[config.mk]
export PLATFORM = sky130hd
export DESIGN_NAME = avl_bus_arbiter_flat
export DESIGN_NICKNAME = d
export VERILOG_FILES = /design/src/rtl/avl_arb_pkg.sv /design/src/rtl/avl_bus_arbiter_if.sv /design/src/rtl/avl_arb_wdog.sv /design/src/rtl/avl_bus_arbiter.sv /design/src/flat_wrapper.sv
export SDC_FILE = /design/constraint.sdc
export NUM_CORES = 1
export LEC_CHECK = 0
export ABC_AREA = 1
export CELL_PAD_IN_SITES_DETAIL_PLACEMENT = 1
export CELL_PAD_IN_SITES_GLOBAL_PLACEMENT = 2
export CORE_ASPECT_RATIO = 1.5
export CORE_MARGIN = 8
export CORE_UTILIZATION = 10
export CTS_CLUSTER_DIAMETER = 50
export DETAILED_ROUTE_END_ITERATION = 7
export HOLD_SLACK_MARGIN = 0.08
export PLACE_DENSITY = 0.95
export RECOVER_POWER = 100
export SYNTH_ARGS = -nofsm -noshare
export SYNTH_HDL_FRONTEND = slang
export SYNTH_SLANG_ARGS = --single-unit
export TNS_END_PERCENT = 5
[constraint.sdc]
create_clock -name clk -period 1.7 [get_ports clk]
set_clock_uncertainty 0.05 [all_clocks]
set_input_delay 0.255 -clock clk [delete_from_list [all_inputs] [get_ports clk]]
set_output_delay 0.255 -clock clk [all_outputs]
set_load 0.01 [all_outputs]
[src/rtl/avl_arb_pkg.sv]
// ----------------------------------------------------------------------------
// avl_arb_pkg
//   Shared types and constants for the two-master Avalon-MM bus arbiter.
//   arb_state_t : arbiter state (IDLE, BUSY_I, BUSY_D)
//   GNT_I/GNT_D : one-hot grant encodings, {D,I}
// ----------------------------------------------------------------------------
package avl_arb_pkg;

    typedef enum logic [1:0] {
        IDLE   = 2'd0,
        BUSY_I = 2'd1,
        BUSY_D = 2'd2
    } arb_state_t;

    localparam logic [1:0] GNT_NONE = 2'b00;
    localparam logic [1:0] GNT_I    = 2'b01;
    localparam logic [1:0] GNT_D    = 2'b10;

endpackage

[src/rtl/avl_bus_arbiter_if.sv]
// ----------------------------------------------------------------------------
// avl_bus_arbiter_if
//   Non-pipelined Avalon-MM bus bundle.
//   Parameters : ADDR_W, DATA_W (byteenable width is DATA_W/8)
//   Signals    : address, read, write, writedata, byteenable  (master -> slave)
//                readdata, waitrequest                       (slave -> master)
//   Modports   : master - the side issuing transfers
//                slave  - the side answering transfers
// ----------------------------------------------------------------------------
interface avl_bus_arbiter_if #(
    parameter int ADDR_W = 32,
    parameter int DATA_W = 32
);
    localparam int BE_W = DATA_W / 8;

    logic [ADDR_W-1:0] address;
    logic              read;
    logic              write;
    logic [DATA_W-1:0] writedata;
    logic [BE_W-1:0]   byteenable;
    logic [DATA_W-1:0] readdata;
    logic              waitrequest;

    modport master (
        output address, read, write, writedata, byteenable,
        input  readdata, waitrequest
    );

    modport slave (
        input  address, read, write, writedata, byteenable,
        output readdata, waitrequest
    );
endinterface

[src/rtl/avl_arb_wdog.sv]
// ----------------------------------------------------------------------------
// avl_arb_wdog
//   Stall watchdog. Counts consecutive busy cycles in which the slave holds
//   waitrequest; the count clears whenever the bus is idle or the slave
//   accepts. When a stall cycle is seen with the count already at
//   TIMEOUT_CYCLES-1 the sticky error flag sets and holds until reset.
//   Only observes the bus; it never aborts a transfer.
//   Parameters : TIMEOUT_CYCLES (>= 2)
//   Ports      : clk, reset (async, active-high)
//                busy        - arbiter owns the slave for some master
//                waitrequest - slave stall
//                timeout_err - sticky watchdog flag
// ----------------------------------------------------------------------------
module avl_arb_wdog #(
    parameter int TIMEOUT_CYCLES = 1024
) (
    input  logic clk,
    input  logic reset,
    input  logic busy,
    input  logic waitrequest,
    output logic timeout_err
);
    localparam int CNT_W = (TIMEOUT_CYCLES > 2) ? $clog2(TIMEOUT_CYCLES) : 1;
    localparam logic [CNT_W-1:0] CNT_MAX = CNT_W'(TIMEOUT_CYCLES - 1);

    logic [CNT_W-1:0] count;
    logic             stall;

    assign stall = busy & waitrequest;

    always_ff @(posedge clk or posedge reset) begin
        if (reset) begin
            count       <= '0;
            timeout_err <= 1'b0;
        end else begin
            if (!stall)
                count <= '0;
            else if (count != CNT_MAX)
                count <= count + 1'b1;    // saturates; flag is sticky anyway

            if (stall && count == CNT_MAX)
                timeout_err <= 1'b1;
        end
    end
endmodule

[src/rtl/avl_bus_arbiter.sv]
// ----------------------------------------------------------------------------
// avl_bus_arbiter
//   Shares one Avalon-MM memory slave between the CPU instruction-fetch port
//   (I, read only) and the load/store port (D). One outstanding transfer at a
//   time; the grant is held by the state register until the slave completes.
//   D wins from IDLE; on completion the other master is served next if it is
//   requesting, so contention alternates with no bubble and no starvation.
//
//   Parameters : ADDR_W, DATA_W, TIMEOUT_CYCLES (watchdog only)
//   Ports      : clk, reset     - clock, async active-high reset
//                i_port (slave) - I master bus; write/writedata/byteenable ignored
//                d_port (slave) - D master bus
//                m_port (master)- bus to the memory slave
//                grant          - {D,I} one-hot owner, 2'b00 when idle
//                timeout_err    - sticky stall watchdog flag
//   Optional   : define ARB_TIMEOUT_EN to build the stall watchdog
//                (avl_arb_wdog); otherwise timeout_err is tied to 0.
// ----------------------------------------------------------------------------
module avl_bus_arbiter
    import avl_arb_pkg::*;
#(
    parameter int ADDR_W         = 32,
    parameter int DATA_W         = 32,
    parameter int TIMEOUT_CYCLES = 1024
) (
    input  logic                   clk,
    input  logic                   reset,
    avl_bus_arbiter_if.slave       i_port,
    avl_bus_arbiter_if.slave       d_port,
    avl_bus_arbiter_if.master      m_port,
    output logic [1:0]             grant,
    output logic                   timeout_err
);
    localparam int BE_W = DATA_W / 8;

    arb_state_t state;
    logic       i_req;
    logic       d_req;

    assign i_req = i_port.read;
    assign d_req = d_port.read | d_port.write;

    // Read data is broadcast; each master only trusts it when its own
    // waitrequest is low, which happens only while it owns the slave.
    assign i_port.readdata = m_port.readdata;
    assign d_port.readdata = m_port.readdata;

    // ------------------------------------------------------------------
    // Arbitration state. The owner's own next request is deliberately not
    // looked at in its completion cycle so the other master gets a turn.
    // ------------------------------------------------------------------
    // NOTE: state is sequential, so it is assigned with <= only; a blocking
    // assignment here would let same-edge readers see the new value.
    always_ff @(posedge clk or posedge reset) begin
        if (reset) begin
            state <= IDLE;
        end else begin
            unique case (state)
                IDLE: begin
                    if (d_req)
                        state <= BUSY_D;
                    else if (i_req)
                        state <= BUSY_I;
                end
                BUSY_I: begin
                    if (i_req && !m_port.waitrequest)
                        state <= d_req ? BUSY_D : IDLE;
                end
                BUSY_D: begin
                    if (d_req && !m_port.waitrequest)
                        state <= i_req ? BUSY_I : IDLE;
                end
                default: state <= IDLE;
            endcase
        end
    end

    // ------------------------------------------------------------------
    // Bus steering, decoded from the state register only, so reset takes
    // the slave-side strobes low in the same cycle it is asserted.
    // ------------------------------------------------------------------
    // NOTE: every output gets a default before the case so no path leaves
    // one unassigned, which would otherwise infer a latch.
    always_comb begin
        m_port.address    = {ADDR_W{1'b0}};
        m_port.read       = 1'b0;
        m_port.write      = 1'b0;
        m_port.writedata  = {DATA_W{1'b0}};
        m_port.byteenable = {BE_W{1'b0}};
        i_port.waitrequest = 1'b1;
        d_port.waitrequest = 1'b1;
        grant             = GNT_NONE;

        unique case (state)
            BUSY_I: begin
                m_port.address     = i_port.address;
                m_port.read        = i_port.read;
                m_port.byteenable  = {BE_W{1'b1}};   // fetches are full words
                i_port.waitrequest = m_port.waitrequest;
                grant              = GNT_I;
            end
            BUSY_D: begin
                m_port.address     = d_port.address;
                m_port.read        = d_port.read;
                m_port.write       = d_port.write;
                m_port.writedata   = d_port.writedata;
                m_port.byteenable  = d_port.byteenable;
                d_port.waitrequest = m_port.waitrequest;
                grant              = GNT_D;
            end
            default: ;
        endcase
    end

`ifdef ARB_TIMEOUT_EN
    logic busy;

    assign busy = (state != IDLE);

    avl_arb_wdog #(
        .TIMEOUT_CYCLES (TIMEOUT_CYCLES)
    ) u_wdog (
        .clk         (clk),
        .reset       (reset),
        .busy        (busy),
        .waitrequest (m_port.waitrequest),
        .timeout_err (timeout_err)
    );
`else
    assign timeout_err = 1'b0;
`endif

endmodule

[src/flat_wrapper.sv]
// flat-port wrapper written by rule: the top's interface ports become plain ports
module avl_bus_arbiter_flat import avl_arb_pkg::*;
#(
    parameter int ADDR_W         = 32,
    parameter int DATA_W         = 32,
    parameter int TIMEOUT_CYCLES = 1024
)
  (clk, reset, grant, timeout_err, i_port_address, i_port_read, i_port_write, i_port_writedata, i_port_byteenable, i_port_readdata, i_port_waitrequest, d_port_address, d_port_read, d_port_write, d_port_writedata, d_port_byteenable, d_port_readdata, d_port_waitrequest, m_port_address, m_port_read, m_port_write, m_port_writedata, m_port_byteenable, m_port_readdata, m_port_waitrequest);
  avl_bus_arbiter_if #(.ADDR_W(ADDR_W), .DATA_W(DATA_W)) i_port_i ();
  avl_bus_arbiter_if #(.ADDR_W(ADDR_W), .DATA_W(DATA_W)) d_port_i ();
  avl_bus_arbiter_if #(.ADDR_W(ADDR_W), .DATA_W(DATA_W)) m_port_i ();
  input  logic clk;
  input  logic reset;
  output logic [1:0] grant;
  output logic timeout_err;
  input wire logic [$bits(i_port_i.address)-1:0] i_port_address;
  input wire logic [$bits(i_port_i.read)-1:0] i_port_read;
  input wire logic [$bits(i_port_i.write)-1:0] i_port_write;
  input wire logic [$bits(i_port_i.writedata)-1:0] i_port_writedata;
  input wire logic [$bits(i_port_i.byteenable)-1:0] i_port_byteenable;
  output wire logic [$bits(i_port_i.readdata)-1:0] i_port_readdata;
  output wire logic [$bits(i_port_i.waitrequest)-1:0] i_port_waitrequest;
  input wire logic [$bits(d_port_i.address)-1:0] d_port_address;
  input wire logic [$bits(d_port_i.read)-1:0] d_port_read;
  input wire logic [$bits(d_port_i.write)-1:0] d_port_write;
  input wire logic [$bits(d_port_i.writedata)-1:0] d_port_writedata;
  input wire logic [$bits(d_port_i.byteenable)-1:0] d_port_byteenable;
  output wire logic [$bits(d_port_i.readdata)-1:0] d_port_readdata;
  output wire logic [$bits(d_port_i.waitrequest)-1:0] d_port_waitrequest;
  output wire logic [$bits(m_port_i.address)-1:0] m_port_address;
  output wire logic [$bits(m_port_i.read)-1:0] m_port_read;
  output wire logic [$bits(m_port_i.write)-1:0] m_port_write;
  output wire logic [$bits(m_port_i.writedata)-1:0] m_port_writedata;
  output wire logic [$bits(m_port_i.byteenable)-1:0] m_port_byteenable;
  input wire logic [$bits(m_port_i.readdata)-1:0] m_port_readdata;
  input wire logic [$bits(m_port_i.waitrequest)-1:0] m_port_waitrequest;
  assign i_port_i.address = i_port_address;
  assign i_port_i.read = i_port_read;
  assign i_port_i.write = i_port_write;
  assign i_port_i.writedata = i_port_writedata;
  assign i_port_i.byteenable = i_port_byteenable;
  assign i_port_readdata = i_port_i.readdata;
  assign i_port_waitrequest = i_port_i.waitrequest;
  assign d_port_i.address = d_port_address;
  assign d_port_i.read = d_port_read;
  assign d_port_i.write = d_port_write;
  assign d_port_i.writedata = d_port_writedata;
  assign d_port_i.byteenable = d_port_byteenable;
  assign d_port_readdata = d_port_i.readdata;
  assign d_port_waitrequest = d_port_i.waitrequest;
  assign m_port_address = m_port_i.address;
  assign m_port_read = m_port_i.read;
  assign m_port_write = m_port_i.write;
  assign m_port_writedata = m_port_i.writedata;
  assign m_port_byteenable = m_port_i.byteenable;
  assign m_port_i.readdata = m_port_readdata;
  assign m_port_i.waitrequest = m_port_waitrequest;
  avl_bus_arbiter #(.ADDR_W(ADDR_W), .DATA_W(DATA_W), .TIMEOUT_CYCLES(TIMEOUT_CYCLES)) u_core (.clk(clk), .reset(reset), .i_port(i_port_i), .d_port(d_port_i), .m_port(m_port_i), .grant(grant), .timeout_err(timeout_err));
endmodule
After elaboration in Yosys (flattened, before gate mapping)
Cells that the tools add are included.
Operators by class
  equality and inequality tests: 5
  muxes and demuxes: 15
  bitwise gates (word level): 1
  reduce and logical (&&, ||, !) cells: 5
Operators by type and width (number)
  $pmux W32 S2: 1
  $mux W32: 1
  $mux W2: 5
  $pmux W4 S2: 1
  $pmux W2 S3: 1
  $mux W1: 4
  $ne A2 B1 Y1 const B: 2
  $pmux W2 S2: 1
  $ne A3 B2 Y1 const B: 1
  $reduce_and A3 Y1: 1
  $eq A2 B1 Y1 const B: 1
  $eq A2 B2 Y1 const B: 1
  $logic_and A1 B1 Y1: 2
  $logic_not A2 Y1: 1
  $pmux W1 S2: 1
  $logic_not A1 Y1: 1
  $or A1 B1 Y1: 1
Storage, ports and cells
  register bits: 2
  input port bits: 175
  output and inout bits: 139
  word-level logic and storage cells: 27

Longest topological paths before layout
  word-level depth: 4
  depth in mapped cells: 9

Worst setup path after synthesis
No wires, ideal clock.
  path kind: reg-to-output
  start: reg u_core.state[0]
  end: out m_port_address[0]
  data arrival time: 1.275 ns
  required time: 1.395 ns
  setup slack: 0.120 ns
  cell stages (with the launch flop): 6
  buffers on the path: 1
  cells stage by stage: dfrtp_1 -> inv_1 -> ha_1 -> inv_2 -> buf_1 -> a21oi_1
On the way
  cells in the longest elaborated chain, start to end: 2
RTL lines
  start, declared: line avl_bus_arbiter.sv:36  | arb_state_t state;
  start signal, assigned: line avl_bus_arbiter.sv:67  | state <= d_req ? BUSY_D : IDLE;
  start signal, assigned: line avl_bus_arbiter.sv:71  | state <= i_req ? BUSY_I : IDLE;
  $eq A2 B2 Y1 / $eq A2 B1 Y1 (equally long branches): line avl_bus_arbiter.sv:94  | unique case (state)
  $pmux W32 S2 (*): line avl_bus_arbiter.sv:94
  end, declared: line flat_wrapper.sv:30  | output wire logic [$bits(m_port_i.address)-1:0] m_port_address;
Mark *: on every way between the ends. The rest lies on a longest branch, timed or not.

Final worst setup path
  start: reg u_core.state[1]
  end: out m_port_address[18]
The elaborated chain is that of the path after synthesis.

==> impl_metrics.yaml <==
synthesis:
  yosys_warnings: 0
  yosysTopAreaCellShare_pct: 35.1
  ys_ff_latch: 2
  syn_inst: 287
  yosysSeqAreaShare_pct: 3.30
  ys_types: 18
  synth.avg_cell_area_um2: 5.29
  yosysTopAreaCell: "buf_4"
  synth_area_leaders: "buf_4, nand2_1, a21oi_1"
  synth_fp_nets: 468
  netlist_area_mm2: 0.00152
layout:
  instances_no_fill: 622
  final_area_mm2: 0.00342
  largest_reg_flops: 2
  layout.nets: 606
  nFillCells: 1881
  drive_above_1_share_pct: 41.6
  reg_top3: "u_core.state (2)"
  fin_util_pct: 22.8
  regMostFlops: "u_core.state"
  antennaDiodeCount: 0
  syn_to_final_growth_pct: 125
routing:
  dr.max_layer_used: "met4"
  drcViolationCount: 0
  wl_met2_um: 4910
  vias_per_cell: 3.52
  detail_route.wl_per_cell_um: 15.2
  drt_wl_total_um: 9460
  num_vias: 2187
  drtPass1Iterations: 4
  ant_nets: 0
  wl_met1_um: 2920
  drt-initial-drc-count: 35
  route.met3.wl_um: 1070
die:
  core_area_mm2: 0.0150
  start_util_pct: 10.1
  die-width_um: 117
  ioPinCount: 314
  die_y_um: 167
  die_area_mm2: 0.0195
  std_cell_rows: 55
critical_path:
  critPathCaptureType: "primary output"
  cp_max_fo: 8
  r2r-start: "u_core.state[1]$_DFFE_PP0P_"
  cpMostUsedCell: "buf_12"
  cp_slowest_cell: "dfrtp_1"
  worstPathRequired_ns: 1.39
  reg2regPathDepth: 8
  path_class: "reg2out"
  cp-start-kind: "flip-flop"
  cp_cell_sequence: "buf_6 -> ha_4 -> buf_12 -> buf_12 -> nand2_1 -> a21oi_1 -> buf_2"
  reg2reg_setup_slack_ns: 0.17
  cp.arrival_ns: 1.54
  r2r_end: "u_core.state[0]$_DFFE_PP0P_"
  cpPeakStageDelay_ns: 0.38
clock_tree:
  cts.path.max_buffers: 2
  clk_pin_slew_ns: 0.03
  cts_root_buffer: "clkbuf_16"
  cts_tree: "done"
  cts_sinks: 2
  hold_buffers: 0
  insertion_delay_ns: 0.22
  cts.htree.levels: 1
  numCtsBuffers: 3
placement:
  io_buffer_count: 179
  gp_congestion: 0.713
  dpl.hpwl_um: 7500
  place_inst: 604
  placed_area_mm2: 0.00320
sta:
  post-route-period-util_pct: 109
  setup_ws_ns: -0.145
  maxSlewViolCount: 0
  finalSetupViolCount: 65
  period_needed_ns: 1.85
  hold_viol: 0
  rsz0062_at_grt: "yes"
  max_freq_mhz: 542
global_route:
  groute.usage.overall_pct: 8.88
  grt-ovfl-total: 0
  antenna_found_initial: 0
  grt_max_degree: 21
  grt_pass1_vias: 2421
  grt_pass1_wl_um: 13100
power:
  p_per_area_mw_per_mm2: 1310
  power.switching_mw: 2.12
  comb_power_share_pct: 90.1
  seq_power_share_pct: 2.0
  swShare_pct: 47.3
  p_leak_nw: 1.68
  clkPwrFrac_pct: 7.9
  intPower_mw: 2.35
  ir_drop_mv: 0.562
outcome:
  violations: "setup timing"
  status: "complete, but fails checks"
flow_run:
  drv_cap: 0
min_path:
  hp-class: "in2async"
==> logic make-up after synthesis <==
group / share of synthesized area [%]
other: 0.247
adder cells (fa/ha/maj): 4.95
AND/OR/NAND/NOR: 30.0
AO/OA/AOI/OAI: 13.4
buffers and inverters: 48.1
flip-flops: 3.30
==> placed cells by master (no fill, tap or decap), drive strengths merged, types with 2 or more instances in the layout <==
master and instances:
a21oi 38, buf 101, nand3 2, nand2 114, o21ai 2, ha 6, clkbuf 8, nor2 2
clkdlybuf4s50 104, dfrtp 2, inv 39
==> stage by stage <==
| stage | hold WS, ns | setup TNS (ns) | total power [mW] | worst slack, ns |
|---|---|---|---|---|
| after floorplan | -0.0538 | 0 | 1.69 | 0.120 |
| after global placement | 0.374 | -17.73 | 3.65 | -0.392 |
| after detailed placement | 0.380 | -21.06 | 3.68 | -0.419 |
| after CTS | 0.147 | -5.89 | 4.28 | -0.173 |
| after global routing | 0.298 | -8.15 | 4.85 | -0.208 |
| final | 0.283 | -3.91 | 4.47 | -0.145 |
==> how the worst max path moves through the flow <==
stage | slack (ns) | cells past startpoint | end | from
final | -0.15 | 7 | m_port_address[18] | u_core.state[1]$_DFFE_PP0P_
after global routing | -0.21 | 7 | m_port_address[18] | u_core.state[1]$_DFFE_PP0P_
after CTS | -0.17 | 6 | m_port_address[28] | u_core.state[1]$_DFFE_PP0P_
after detailed placement | -0.42 | 6 | m_port_address[22] | u_core.state[1]$_DFFE_PP0P_
after global placement | -0.39 | 6 | m_port_address[22] | u_core.state[1]$_DFFE_PP0P_
after floorplan | 0.12 | 5 | m_port_address[0] | u_core.state[0]$_DFFE_PP0P_
==> per-layer routing <==
metal	up-vias	GRT usage [%]
li1	1060	-
met1	950	7.79
met2	118	16.8
met3	59	2.53
met4	0	5.82
met5	-	0
==> synthesized netlist by cell type <==
cell and instances:
nand2_1 112, buf_4 71, a21oi_1 38, inv_1 37
ha_1 6, buf_2 5, buf_1 3, dfrtp_1 2
nand2_2 2, nand3_1 2, nor2_1 2, buf_6 1
conb_1 1, inv_2 1, inv_4 1, nor3_1 1
o21ai_1 1, o21ai_2 1
==> layout make-up <==
cell class              count  area, um^2  share of cell area [%]
clock buffers               3        75.1                    2.19
inverters                  39         149                    4.35
multi-input cells         166         913                    26.7
flip-flops and latches      2        50.0                    1.46
well taps                 199         249                    7.28
repair buffers            213        1980                    58.0
==> critical path, delay by kind of cell (launching register included) <==
kind	cells	cell delay [ns]
compound gates	1	0.13
fa+ha+maj	1	0.21
buf+inv	4	0.54
flops	1	0.38
simple gates	1	0.05
==> what timing repair did <==
| action | CTS | global route |
|---|---|---|
| buffers inserted | 10 | 5 |
| pin swaps | 2 | 7 |
| endpoints found under the setup margin | 74 | 71 |
| resized for setup | 331 | 63 |
| cloned | 2 | 0 |
==> power by group through the flow <==
stage / Combinational (mW) / Clock (mW) / Sequential (mW)
final: 4.03 / 0.355 / 0.0872
after global routing: 4.40 / 0.364 / 0.0901
after CTS: 3.83 / 0.362 / 0.0878
after detailed placement: 3.59 / 0 / 0.0862
after global placement: 3.57 / 0 / 0.0834
after floorplan: 1.60 / 0 / 0.0904
Power figures use the tool's default switching activity.
